--- config.mk ---
export PLATFORM = sky130hd
export DESIGN_NAME = arb_requester
export DESIGN_NICKNAME = d
export VERILOG_FILES = /design/src/rtl/arb_req_pkg.sv /design/src/rtl/arb_req_timer.sv /design/src/rtl/arb_requester.sv
export SDC_FILE = /design/constraint.sdc
export NUM_CORES = 1
export LEC_CHECK = 0
export ABC_CLOCK_PERIOD_IN_PS = 2290
export CAP_MARGIN = 5
export CELL_PAD_IN_SITES_DETAIL_PLACEMENT = 1
export CELL_PAD_IN_SITES_GLOBAL_PLACEMENT = 1
export CORE_ASPECT_RATIO = 0.5
export CORE_MARGIN = 2
export CORE_UTILIZATION = 36
export CTS_BUF_LIST = sky130_fd_sc_hd__clkbuf_4 sky130_fd_sc_hd__clkbuf_8 sky130_fd_sc_hd__clkbuf_16
export DETAILED_ROUTE_END_ITERATION = 12
export HOLD_SLACK_MARGIN = 0.1
export PLACE_DENSITY_LB_ADDON = 0.1
export SETUP_SLACK_MARGIN = 0.15
export SLEW_MARGIN = 20
export SYNTH_ARGS = -nofsm -noshare
export SYNTH_HDL_FRONTEND = slang
export SYNTH_HIERARCHICAL = 1
export SYNTH_SLANG_ARGS = --single-unit
--- constraint.sdc ---
create_clock -name clk -period 2.29 [get_ports clk]
set_input_delay 0.229 -clock clk [delete_from_list [all_inputs] [get_ports clk]]
set_output_delay 0.229 -clock clk [all_outputs]
set_load 0.005 [all_outputs]
--- src/rtl/arb_req_pkg.sv ---
// -----------------------------------------------------------------------------
// arb_req_pkg
//   Shared types and default widths for the arbiter requester agent.
//   - arb_req_state_e : requester FSM state encoding (IDLE, REQ, XFER).
//   - ARB_REQ_DATA_W  : default beat data width.
//   - ARB_REQ_LEN_W   : default burst length field width (beats minus one).
// -----------------------------------------------------------------------------
package arb_req_pkg;

    localparam int ARB_REQ_DATA_W = 8;
    localparam int ARB_REQ_LEN_W  = 4;

    typedef enum logic [1:0] {
        IDLE = 2'd0,
        REQ  = 2'd1,
        XFER = 2'd2
    } arb_req_state_e;

endpackage

--- src/rtl/arb_req_timer.sv ---
// -----------------------------------------------------------------------------
// arb_req_timer
//   Saturating count of consecutive no-grant cycles spent waiting in REQ.
//   Only instantiated when ARB_REQ_TIMEOUT_EN is defined.
//
// Ports:
//   clk    in   clock, rising edge
//   rst    in   asynchronous active-low reset
//   clr    in   restart the count (command accepted or beat transferred)
//   inc    in   one more no-grant cycle; saturates at WAIT_MAX
//   expire out  count has reached WAIT_MAX-1, so this no-grant cycle is the
//               last one tolerated
// -----------------------------------------------------------------------------
module arb_req_timer
    import arb_req_pkg::*;
#(
    parameter int WAIT_MAX = 15
) (
    input  logic clk,
    input  logic rst,
    input  logic clr,
    input  logic inc,
    output logic expire
);

    localparam int CNT_W = $clog2(WAIT_MAX + 1);

    logic [CNT_W-1:0] wait_cnt_q;
    logic [CNT_W-1:0] wait_cnt_d;

    always_comb begin
        wait_cnt_d = wait_cnt_q;
        if (clr) begin
            wait_cnt_d = '0;
        end else if (inc && (wait_cnt_q != CNT_W'(WAIT_MAX))) begin
            wait_cnt_d = wait_cnt_q + CNT_W'(1);
        end
    end

    assign expire = (wait_cnt_q == CNT_W'(WAIT_MAX - 1));

    always_ff @(posedge clk or negedge rst) begin
        if (!rst) begin
            wait_cnt_q <= '0;
        end else begin
            wait_cnt_q <= wait_cnt_d;
        end
    end

endmodule

--- src/rtl/arb_requester.sv ---
// -----------------------------------------------------------------------------
// arb_requester
//   Requester-side agent for the two-way req/gnt arbiter. Takes a burst
//   command (start data, length) and raises req; every cycle in which gnt is
//   high while a burst is pending transfers one beat whose data is the start
//   value plus the beat index. If the arbiter drops gnt mid-burst, req stays
//   up and the burst resumes at the next unsent beat.
//
//   Optional feature (macro ARB_REQ_TIMEOUT_EN): abort a burst after WAIT_MAX
//   consecutive no-grant cycles in REQ and raise the sticky timeout_err,
//   which is cleared by the next accepted command. Without the macro the
//   requester waits indefinitely and timeout_err is tied low.
//
// Ports:
//   clk          in   clock, rising edge
//   rst          in   asynchronous active-low reset
//   cmd_valid    in   command offered
//   cmd_ready    out  high in IDLE; command accepted on cmd_valid&&cmd_ready
//   cmd_data     in   data of beat 0
//   cmd_len      in   burst length minus one
//   req          out  registered request to the arbiter
//   gnt          in   grant from the arbiter
//   bus_valid    out  a beat transfers this cycle (combinational on gnt)
//   bus_data     out  beat data
//   bus_last     out  final beat of the burst, qualified by bus_valid
//   busy         out  FSM not in IDLE
//   timeout_err  out  sticky abort flag
// -----------------------------------------------------------------------------
module arb_requester
    import arb_req_pkg::*;
#(
    parameter int DATA_W   = ARB_REQ_DATA_W,
    parameter int LEN_W    = ARB_REQ_LEN_W,
    parameter int WAIT_MAX = 15
) (
    input  logic              clk,
    input  logic              rst,
    input  logic              cmd_valid,
    output logic              cmd_ready,
    input  logic [DATA_W-1:0] cmd_data,
    input  logic [LEN_W-1:0]  cmd_len,
    output logic              req,
    input  logic              gnt,
    output logic              bus_valid,
    output logic [DATA_W-1:0] bus_data,
    output logic              bus_last,
    output logic              busy,
    output logic              timeout_err
);

    if (WAIT_MAX < 1) begin : g_bad_wait_max
        $error("arb_requester: WAIT_MAX must be >= 1");
    end

    arb_req_state_e    state_q;
    arb_req_state_e    state_d;
    logic              req_q;
    logic              req_d;
    logic [LEN_W-1:0]  beat_cnt_q;
    logic [LEN_W-1:0]  beat_cnt_d;
    logic [LEN_W-1:0]  len_q;
    logic [LEN_W-1:0]  len_d;
    logic [DATA_W-1:0] data_q;
    logic [DATA_W-1:0] data_d;

    logic in_burst;
    logic fire;
    logic last_beat;

`ifdef ARB_REQ_TIMEOUT_EN
    logic timer_clr;
    logic timer_inc;
    logic timer_expire;
    logic timeout_err_q;
    logic timeout_err_d;
`endif

    // A grant only counts while a burst is pending; a grant still high in
    // the first IDLE cycle after the last beat is not a beat.
    assign in_burst  = (state_q == REQ) || (state_q == XFER);
    assign fire      = in_burst && gnt;
    assign last_beat = (beat_cnt_q == len_q);

    assign cmd_ready = (state_q == IDLE);
    assign busy      = (state_q != IDLE);
    assign req       = req_q;
    assign bus_valid = fire;
    assign bus_last  = fire && last_beat;
    assign bus_data  = data_q + DATA_W'(beat_cnt_q);

    always_comb begin
        state_d    = state_q;
        req_d      = req_q;
        beat_cnt_d = beat_cnt_q;
        data_d     = data_q;
        len_d      = len_q;
`ifdef ARB_REQ_TIMEOUT_EN
        timer_clr     = 1'b0;
        timer_inc     = 1'b0;
        timeout_err_d = timeout_err_q;
`endif
        case (state_q)
            IDLE: begin
                req_d = 1'b0;
                if (cmd_valid) begin
                    data_d     = cmd_data;
                    len_d      = cmd_len;
                    beat_cnt_d = '0;
                    state_d    = REQ;
                    req_d      = 1'b1;
`ifdef ARB_REQ_TIMEOUT_EN
                    timer_clr     = 1'b1;
                    timeout_err_d = 1'b0;
`endif
                end
            end
            REQ, XFER: begin
                req_d = 1'b1;
                if (gnt) begin
                    if (last_beat) begin
                        state_d = IDLE;
                        req_d   = 1'b0;
                    end else begin
                        beat_cnt_d = beat_cnt_q + LEN_W'(1);
                        state_d    = XFER;
`ifdef ARB_REQ_TIMEOUT_EN
                        timer_clr = 1'b1;
`endif
                    end
                end else if (state_q == XFER) begin
                    // Preempted: keep req up and hold beat_cnt so the next
                    // grant resumes at the first unsent beat.
                    state_d = REQ;
`ifdef ARB_REQ_TIMEOUT_EN
                end else begin
                    if (timer_expire) begin
                        state_d       = IDLE;
                        req_d         = 1'b0;
                        timeout_err_d = 1'b1;
                    end else begin
                        timer_inc = 1'b1;
                    end
`endif
                end
            end
            default: begin
                state_d = IDLE;
                req_d   = 1'b0;
            end
        endcase
    end

    always_ff @(posedge clk or negedge rst) begin
        if (!rst) begin
            state_q    <= IDLE;
            req_q      <= 1'b0;
            beat_cnt_q <= '0;
            data_q     <= '0;
            len_q      <= '0;
        end else begin
            state_q    <= state_d;
            req_q      <= req_d;
            beat_cnt_q <= beat_cnt_d;
            data_q     <= data_d;
            len_q      <= len_d;
        end
    end

`ifdef ARB_REQ_TIMEOUT_EN
    always_ff @(posedge clk or negedge rst) begin
        if (!rst) begin
            timeout_err_q <= 1'b0;
        end else begin
            timeout_err_q <= timeout_err_d;
        end
    end

    arb_req_timer #(
        .WAIT_MAX (WAIT_MAX)
    ) u_timer (
        .clk    (clk),
        .rst    (rst),
        .clr    (timer_clr),
        .inc    (timer_inc),
        .expire (timer_expire)
    );

    assign timeout_err = timeout_err_q;
`else
    assign timeout_err = 1'b0;
`endif

endmodule
== Word level (Yosys, flattened, before mapping) ==
Cells that the tools add are included.
Widths: inputs -> output; s select.

* Reductions and logical operators: 10
* Mux-type cells: 13
* Equality and inequality tests: 7
* Add/subtract/negate cells: 2

{| class="wikitable"
|+ Operators with widths
! operator !! count
|-
| $mux 4 || 3
|-
| $add 8x4->8 || 1
|-
| $mux 2 || 4
|-
| $pmux 4 s2 || 1
|-
| $ne 2x2->1 const B || 3
|-
| $add 4x1->4 const B || 1
|-
| $eq 4x4->1 || 1
|-
| $pmux 2 s2 || 1
|-
| $reduce_and 2->1 || 2
|-
| $reduce_and 4->1 || 1
|-
| $reduce_bool 2->1 || 2
|-
| $mux 1 || 3
|-
| $ne 3x3->1 const B || 1
|-
| $eq 2x1->1 const B || 1
|-
| $eq 2x2->1 const B || 1
|-
| $logic_and 1x1->1 || 2
|-
| $logic_not 2->1 || 1
|-
| $pmux 1 s2 || 1
|-
| $reduce_or 2->1 || 1
|-
| $logic_or 1x1->1 || 1
|}

* Bits in registers: 19
* Logic and storage cells: 37
* Output and inout bits: 14

== Depth between registers and ports, before layout ==
Gate-level depths: netlist of the first run.

* Depth in word-level cells: 4
* Mapped depth: 7

== Worst setup path after synthesis of the first run ==
No wires, ideal clock.

* Path type: reg-to-output
* From: reg beat_cnt_q[0]
* To: out bus_data[6]
* Arrival: 1544 ps
* Stages on the path, launching flop included: 8
* Setup slack: 517 ps
* Data required time: 2061 ps
* Cell sequence: dfrtp_1 -> ha_1 -> inv_1 -> fa_1 -> nor2b_1 -> o21ai_1 -> a21oi_1 -> xor2_1

* Longest elaborated chain between the ends: 1

{| class="wikitable"
|+ RTL lines
! what !! RTL line !! RTL
|-
| start, declared || arb_requester.sv:59 || <nowiki>logic [LEN_W-1:0] beat_cnt_q;</nowiki>
|-
| start signal, assigned || arb_requester.sv:163 || <nowiki>beat_cnt_q <= beat_cnt_d;</nowiki>
|-
| $add 8x4->8 || arb_requester.sv:89 || <nowiki>assign bus_data = data_q + DATA_W'(beat_cnt_q);</nowiki>
|-
| end, declared || arb_requester.sv:45 || <nowiki>output logic [DATA_W-1:0] bus_data,</nowiki>
|}

Every way passes these cells.

== Worst setup path in the final report of the first run ==
* From: reg data_q[0]
* To: out bus_data[6]

* Longest elaborated chain between the ends: 1

{| class="wikitable"
|+ RTL lines
! what !! RTL line !! RTL
|-
| start, declared || arb_requester.sv:63 || <nowiki>logic [DATA_W-1:0] data_q;</nowiki>
|-
| start signal, assigned || arb_requester.sv:164 || <nowiki>data_q <= data_d;</nowiki>
|-
| $add 8x4->8 || arb_requester.sv:89 ||
|}

Every way passes these cells.

==> results.json, run 1 <==
{
  "synthDominantAreaCellType": "sky130_fd_sc_hd__dfrtp_1",
  "grt_max_degree": 20,
  "timing.critical_path.from_type": "register",
  "detailedPlacementHpwl_um": 2050,
  "clock_tree.buffer_depth": 2,
  "insertedDiodeCount": 0,
  "num_io_pins": 30,
  "dpl.cell_count": 186,
  "post_route_cells_drive_above_1_share_pct": 28.0,
  "cts_htree_levels": 1,
  "cts-buffers-inserted": 3,
  "finalWeightedCongestion": 0.794,
  "crit_path_cell_chain": "ha_2, inv_2, fa_2, nor2b_1, o21ai_1, a21oi_1, xor2_1, buf_2",
  "worst-endpoint-required_ps": 2060,
  "synth-warning-count": 6,
  "groute.usage.overall_pct": 16.7,
  "globalRoute.totalOverflow": 0,
  "most-common-layout-cells": "20 x sky130_fd_sc_hd__clkdlybuf4s50_1, 19 x sky130_fd_sc_hd__dfrtp_1, 14 x sky130_fd_sc_hd__buf_4",
  "yosysSeqAreaShare_pct": 40.9,
  "final.setup.tns_ps": 0,
  "vias_per_cell": 5.01,
  "drcViolationCount": 0,
  "cts_root_buffer": "sky130_fd_sc_hd__clkbuf_8",
  "dr.first_iter.drc_count": 13,
  "worst_setup_hold_path_clk_slew_ps": 70,
  "layout_min_cycle_time_ps": 2160,
  "timing.clock.skew_ps": 2.37,
  "die_y_um": 44.2,
  "timing.critical_path.slowest_stage_cell": "sky130_fd_sc_hd__fa_2",
  "antenna_left": 0,
  "grt_setup_unrepaired": "yes",
  "critical_path.max_fanout": 2,
  "first_global_vias": 1049,
  "ff_latch_area_um2": 475,
  "critical_path_buf_inv_count": 2,
  "setup_viol": 0,
  "maxcap_violations": 0,
  "finalNetCount": 183,
  "final_common_cell": "sky130_fd_sc_hd__clkdlybuf4s50_1",
  "post-synth-top-area-fraction_pct": 40.9,
  "critical_path.reg2reg.endpoint": "beat_cnt_q[3]",
  "core-area_um2": 3050,
  "num_vias": 987,
  "power_leakage_nw": 0.761,
  "initial_util_pct": 38.1,
  "clk_latency_ps": 260,
  "dieArea_um2": 3730,
  "num_rows": 14,
  "yosysUniqueCellTypes": 36,
  "synth.top_cells.by_area": "sky130_fd_sc_hd__dfrtp_1 41%, sky130_fd_sc_hd__ha_1 8.6%, sky130_fd_sc_hd__mux2_1 6.8%",
  "status": "finished clean",
  "critPathMaxStageDelay_ps": 380,
  "synth-seq-cells": 19,
  "powerDensity_nw_per_um2": 1580,
  "numClockSinks": 19,
  "number_of_antenna_violations_at_the_first_check_in_global_routing": 0,
  "finalNonFillerCells": 197,
  "r2r_slack_ps": 550,
  "critPathTopFamily": "adder cells",
  "syn_inst": 113,
  "area.growth.synth_to_final_pct": 45.4,
  "post-route-period-util_pct": 94.3,
  "worst_min_path_class": "input pin to async pin",
  "postRouteWirelength_um": 2870,
  "io_buffer_count": 28,
  "timing.final.max_slew_violations": 0,
  "max-vdd-ir-drop_uv": 753,
  "first_pass_grt_wire_length_um": 4780,
  "num-fill-cells": 354,
  "final-hold-violation-count": 0,
  "drt-wirelength-per-cell_um": 14.6,
  "tritoncts": "built",
  "synth_fp_nets": 138,
  "critPathCaptureType": "output pin",
  "max_freq_mhz": 463,
  "multi_input_combinational_cell_area_um2": 713,
  "syn_area_um2": 1160,
  "crit_arrival_ps": 1930,
  "syn_area_per_cell_um2": 10.3,
  "r2r_cells": 6,
  "crit-reg2reg-launch": "state_q[1]",
  "die_width_um": 84.4,
  "drt_pre_antenna_iters": 3,
  "timing_worst_setup_path_type": "register to output pin",
  "final_core_utilization_pct": 55.5
}
worst max path at each step:
| stage | start | to | slack, ps | cells after the start |
|---|---|---|---|---|
| 2_1_floorplan | beat_cnt_q[0] | bus_data[6] | 520 | 7 |
| 3_3_place_gp | beat_cnt_q[0] | bus_data[6] | 50 | 8 |
| 3_5_place_dp | beat_cnt_q[0] | bus_data[6] | 20 | 8 |
| 4_1_cts | beat_cnt_q[2] | bus_data[7] | 50 | 6 |
| 5_1_grt | beat_cnt_q[0] | bus_data[6] | 20 | 8 |
| 6_report | data_q[0] | bus_data[6] | 130 | 8 |
sequential cells by signal (all words and copies together), names as in the netlist:
signal and cells:
data_q 8, beat_cnt_q 4, len_q 4, state_q 2, req 1
logic make-up (layout without fill, tap and decap cells):
kind of cell	after synthesis	in the layout	share of synthesized area (%)
compound gates	20	20	11.1
xor+xnor	9	9	6.78
fa+ha+maj	9	9	10.3
buf+inv	13	57	4.63
flops	19	19	40.9
mux	14	14	13.5
other cells	1	1	0.323
simple gates	28	28	12.5
per-layer routing:
layer / vias to the layer above / global-route usage (%) / wire length [um]
met5: - / 0 / 0
met4: 0 / 4.76 / 28
met3: 2 / 3.92 / 121
met2: 24 / 30.6 / 1400
met1: 484 / 20.4 / 1320
li1: 477 / - / -
where the power goes:
group / total, W / leakage [nW] / switching, W / internal (W)
clock network: 0.000238 / 0.0255 / 0.000117 / 0.000121
registers: 0.000660 / 0.226 / 0.000152 / 0.000508
logic: 0.00178 / 0.509 / 0.000792 / 0.000985
total: 0.00267 / 0.761 / 0.00106 / 0.00161
through the flow:
| step | area [um2] | setup WS (ps) | power [W] | hold WS (ps) |
|---|---|---|---|---|
| 2_1_floorplan | 1160 | 517 | 0.00152 | -66.6 |
| 3_3_place_gp | 1530 | 52.6 | 0.00221 | 479 |
| 3_5_place_dp | 1530 | 20.3 | 0.00226 | 495 |
| 4_1_cts | 1660 | 54.7 | 0.00262 | 305 |
| 5_1_grt | 1690 | 23.3 | 0.00292 | 326 |
| 6_report | 1690 | 130 | 0.00267 | 300 |
Yosys cell counts:
library cell and number:
sky130_fd_sc_hd__o311ai_2 1, sky130_fd_sc_hd__nand3b_1 1, sky130_fd_sc_hd__nor2_1 1, sky130_fd_sc_hd__o21ai_1 4, sky130_fd_sc_hd__o211ai_1 2, sky130_fd_sc_hd__xnor2_1 6
sky130_fd_sc_hd__ha_1 8, sky130_fd_sc_hd__a31oi_1 1, sky130_fd_sc_hd__nor3_1 2, sky130_fd_sc_hd__nor3b_1 1, sky130_fd_sc_hd__clkinv_1 1, sky130_fd_sc_hd__mux2_2 6
sky130_fd_sc_hd__fa_1 1, sky130_fd_sc_hd__nand3_1 5, sky130_fd_sc_hd__o21ai_0 2, sky130_fd_sc_hd__a41o_1 1, sky130_fd_sc_hd__a21oi_1 6, sky130_fd_sc_hd__nand2_2 1
sky130_fd_sc_hd__a21o_1 1, sky130_fd_sc_hd__or3_1 1, sky130_fd_sc_hd__o31ai_1 1, sky130_fd_sc_hd__xor2_1 3, sky130_fd_sc_hd__nor2b_1 2, sky130_fd_sc_hd__conb_1 1
sky130_fd_sc_hd__mux2i_1 1, sky130_fd_sc_hd__mux2_1 7, sky130_fd_sc_hd__dfrtp_1 19, sky130_fd_sc_hd__nor2_2 2, sky130_fd_sc_hd__inv_1 10, sky130_fd_sc_hd__buf_4 1
sky130_fd_sc_hd__nand2b_1 1, sky130_fd_sc_hd__nand4_1 1, sky130_fd_sc_hd__buf_2 1, sky130_fd_sc_hd__or4_1 1, sky130_fd_sc_hd__o22ai_1 1, sky130_fd_sc_hd__nand2_1 9
area by class of cell:
cell class                 count  area share [%]
multi-input combinational     81            42.2
sequential                    19            28.1
timing repair buffer          42            21.5
tap                           40            2.96
clock buffer                   3            2.44
inverter                      11            2.44
clock inverter                 1           0.296
repair_timing:
item                                   4_1_cts  5_1_grt
setup endpoints to repair                    8        6
buffers inserted                             5        2
resized for setup                           15       18
endpoints found under the hold margin        0        0
hold buffers                                 0        0
pin swaps                                    2       10
cloned                                       0        0
Power figures use the tool's default switching activity.
==> run 2: changes to the inputs <==
Settings changed: CORE_ASPECT_RATIO 0.5 to default, CORE_UTILIZATION 36 to 47, DONT_BUFFER_PORTS from default to 1, HOLD_SLACK_MARGIN 0.1 to 0.02.
==> run 2 against run 1 <==
Against the previous run: sequential share of layout area increased by 8.9 points; cell area fell by 24%; sequential power is 4.4% higher; clock power down 25%; via count fell by 14%; global-route usage grew 3.1 points; count of clock-buffer cells in the layout grew 1; combinational power decreased by 32%; critical path depth fell by 4; wire length is 9.9% lower.
==> results.json, run 2 (synthesis results as in run 1) <==
{
  "netSwitchingPower_w": 0.000927,
  "final.setup.tns_ps": 0,
  "flip_flop_count_of_the_largest_register_all_copies_and_words_added": 8,
  "r2r_cells": 6,
  "crit-reg2reg-launch": "state_q[1]",
  "cts_root_buffer": "sky130_fd_sc_hd__clkbuf_4",
  "postRouteWirelength_um": 2590,
  "num_vias": 851,
  "tritoncts": "built",
  "timing.clock.skew_ps": 13.4,
  "timing.final.max_slew_violations": 0,
  "drcViolationCount": 0,
  "p_seq_share_pct": 33.2,
  "drt-wirelength-per-cell_um": 17.3,
  "num_io_pins": 30,
  "dieArea_um2": 2890,
  "hold_depth": 1,
  "final_common_cell": "sky130_fd_sc_hd__dfrtp_1",
  "insertedDiodeCount": 0,
  "post_route_cells_drive_above_1_share_pct": 22.5,
  "finalNetCount": 146,
  "critical_path.reg2reg.endpoint": "beat_cnt_q[3]",
  "timing.hold.worst_endpoint": "data_q[6]",
  "die_width_um": 53.7,
  "globalRoute.totalOverflow": 0,
  "grt_setup_unrepaired": "yes",
  "setup_slack_ps": 223,
  "area.growth.synth_to_final_pct": 11.1,
  "post-route-period-util_pct": 90.3,
  "preCtsSetupSlack_ps": 343,
  "ff_latch_area_um2": 478,
  "setup_viol": 0,
  "critPathCaptureType": "output pin",
  "vias_per_cell": 5.67,
  "timing_worst_setup_path_type": "register to output pin",
  "stdcell_area_um2": 1290,
  "final-hold-violation-count": 0,
  "internal_power_w": 0.00115,
  "cts-buffers-inserted": 3,
  "worst_setup_hold_path_clk_slew_ps": 100,
  "cts_htree_levels": 1,
  "layout_top_registers": "data_q (8), beat_cnt_q (4), len_q (4)",
  "finalNonFillerCells": 150,
  "top_register": "data_q",
  "layout_min_cycle_time_ps": 2070,
  "num-fill-cells": 278,
  "placement.cell_area_um2": 1190,
  "grt_busiest_layer": "met2",
  "first_pass_grt_wire_length_um": 4020,
  "clock_tree.buffer_depth": 2,
  "worst-endpoint-required_ps": 2060,
  "numClockSinks": 19,
  "antenna_left": 0,
  "powerDensity_nw_per_um2": 1610,
  "multi_input_combinational_cell_area_um2": 664,
  "timing.critical_path.from_type": "register",
  "first_global_vias": 867,
  "groute.usage.overall_pct": 19.8,
  "max_freq_mhz": 484,
  "num_rows": 18,
  "use_met1_pct": 25.0,
  "clk_latency_ps": 290,
  "most-common-layout-cells": "17 x sky130_fd_sc_hd__dfrtp_1, 10 x sky130_fd_sc_hd__inv_1, 9 x sky130_fd_sc_hd__nand2_1",
  "power_leakage_nw": 0.558,
  "dr.first_iter.drc_count": 2,
  "use_met2_pct": 35.4,
  "part_of_the_power_in_the_clock_network_pct": 8.6,
  "worst_min_path_class": "input pin to register",
  "drt_pre_antenna_iters": 4,
  "io_buffer_count": 0,
  "timing.max_slew.rel_slack_pct": 41.7,
  "die_y_um": 53.7,
  "dpl.cell_count": 142,
  "maxcap_violations": 0,
  "finalHoldWorstSlack_ps": 72.3,
  "grt_max_degree": 20,
  "core-area_um2": 2410,
  "worst-slew-pin-transition_ps": 872,
  "critical_path.max_fanout": 5,
  "initial_util_pct": 48.2,
  "globalRouteMet3Util_pct": 2.78,
  "crit_arrival_ps": 1840,
  "detailedPlacementHpwl_um": 1940,
  "share_comb_of_total_power_pct": 58.2,
  "r2r_slack_ps": 380,
  "finalWeightedCongestion": 0.759,
  "number_of_antenna_violations_at_the_first_check_in_global_routing": 0,
  "hold_path.startpoint": "cmd_data[6]",
  "p_sw_share_pct": 44.7,
  "status": "finished clean",
  "max-vdd-ir-drop_uv": 927
}
-- run 2: cell count changes in the layout (fill, tap and decap cells not counted), moves of 2 or more --
cell                              before  now
sky130_fd_sc_hd__buf_2                 3    0
sky130_fd_sc_hd__buf_4                14    4
sky130_fd_sc_hd__clkbuf_4              0    4
sky130_fd_sc_hd__clkbuf_8              3    0
sky130_fd_sc_hd__clkdlybuf4s50_1      20    0
sky130_fd_sc_hd__dfrtp_1              19   17
sky130_fd_sc_hd__dfrtp_2               0    2
sky130_fd_sc_hd__dlygate4sd2_1         3    0
sky130_fd_sc_hd__xnor2_1               3    6
sky130_fd_sc_hd__xnor2_2               2    0
-- run 2: metrics by stage --
stage | total power, W | util [%]
final | 0.00207 | 53.6
after global placement | 0.00171 | 49.6
after CTS | 0.00200 | 52.1
after detailed placement | 0.00177 | 49.6
after global routing | 0.00228 | 53.6
after floorplan | 0.00152 | -
-- run 2: area by class of cell --
type                    instances  area share [%]
flip-flops and latches         19            37.0
clock buffers                   4            2.33
well taps                      30            2.91
inverters                      11            3.20
multi-input cells              81            51.5
repair buffers                  5            3.10
-- run 2: routing by layer --
metal | vias up | share of wire, %
met3 | 2 | 3.2
met5 | - | 0
met2 | 21 | 54
met4 | 0 | 0.77
li1 | 408 | -
met1 | 420 | 42
-- run 2: worst max-delay path, stage by stage (launching register included) --
cell,delay [ps]
sky130_fd_sc_hd__dfrtp_1,490
sky130_fd_sc_hd__ha_4,340
sky130_fd_sc_hd__clkinv_1,90
sky130_fd_sc_hd__or4_1,510
sky130_fd_sc_hd__nand3_1,120
-- run 2: worst max path at each step --
stage,from,end,slack [ps],cells after the start
final,beat_cnt_q[3],bus_data[7],220,4
after global routing,beat_cnt_q[3],bus_data[7],130,4
after CTS,beat_cnt_q[3],bus_data[7],160,4
after detailed placement,beat_cnt_q[0],bus_data[6],340,7
after global placement,beat_cnt_q[0],bus_data[6],420,7
after floorplan,beat_cnt_q[0],bus_data[6],520,7
-- run 2: power groups by stage --
| stage | Clock, W | Combinational [W] | Sequential, W |
|---|---|---|---|
| after detailed placement | 0 | 0.00108 | 0.000696 |
| after global routing | 0.000195 | 0.00137 | 0.000715 |
| after global placement | 0 | 0.00103 | 0.000681 |
| after CTS | 0.000185 | 0.00113 | 0.000679 |
| final | 0.000178 | 0.00121 | 0.000689 |
| after floorplan | 0 | 0.000880 | 0.000640 |
-- run 2: timing repair --
| action | in CTS | in global routing |
|---|---|---|
| hold endpoints to repair | 19 | 0 |
| resized for setup | 3 | 6 |
| endpoints found under the setup margin | 3 | 3 |
| hold buffers | 1 | 0 |
| setup buffers | 2 | 1 |
| pin swaps | 2 | 2 |
==> run 3: changes to the inputs <==
Settings changed: CORE_ASPECT_RATIO from default to 0.5, CORE_UTILIZATION 47 to 36, DONT_BUFFER_PORTS 1 to default.
==> results of run 3 <==
No change in the layout: final DEF, timing and power equal those of run 1.
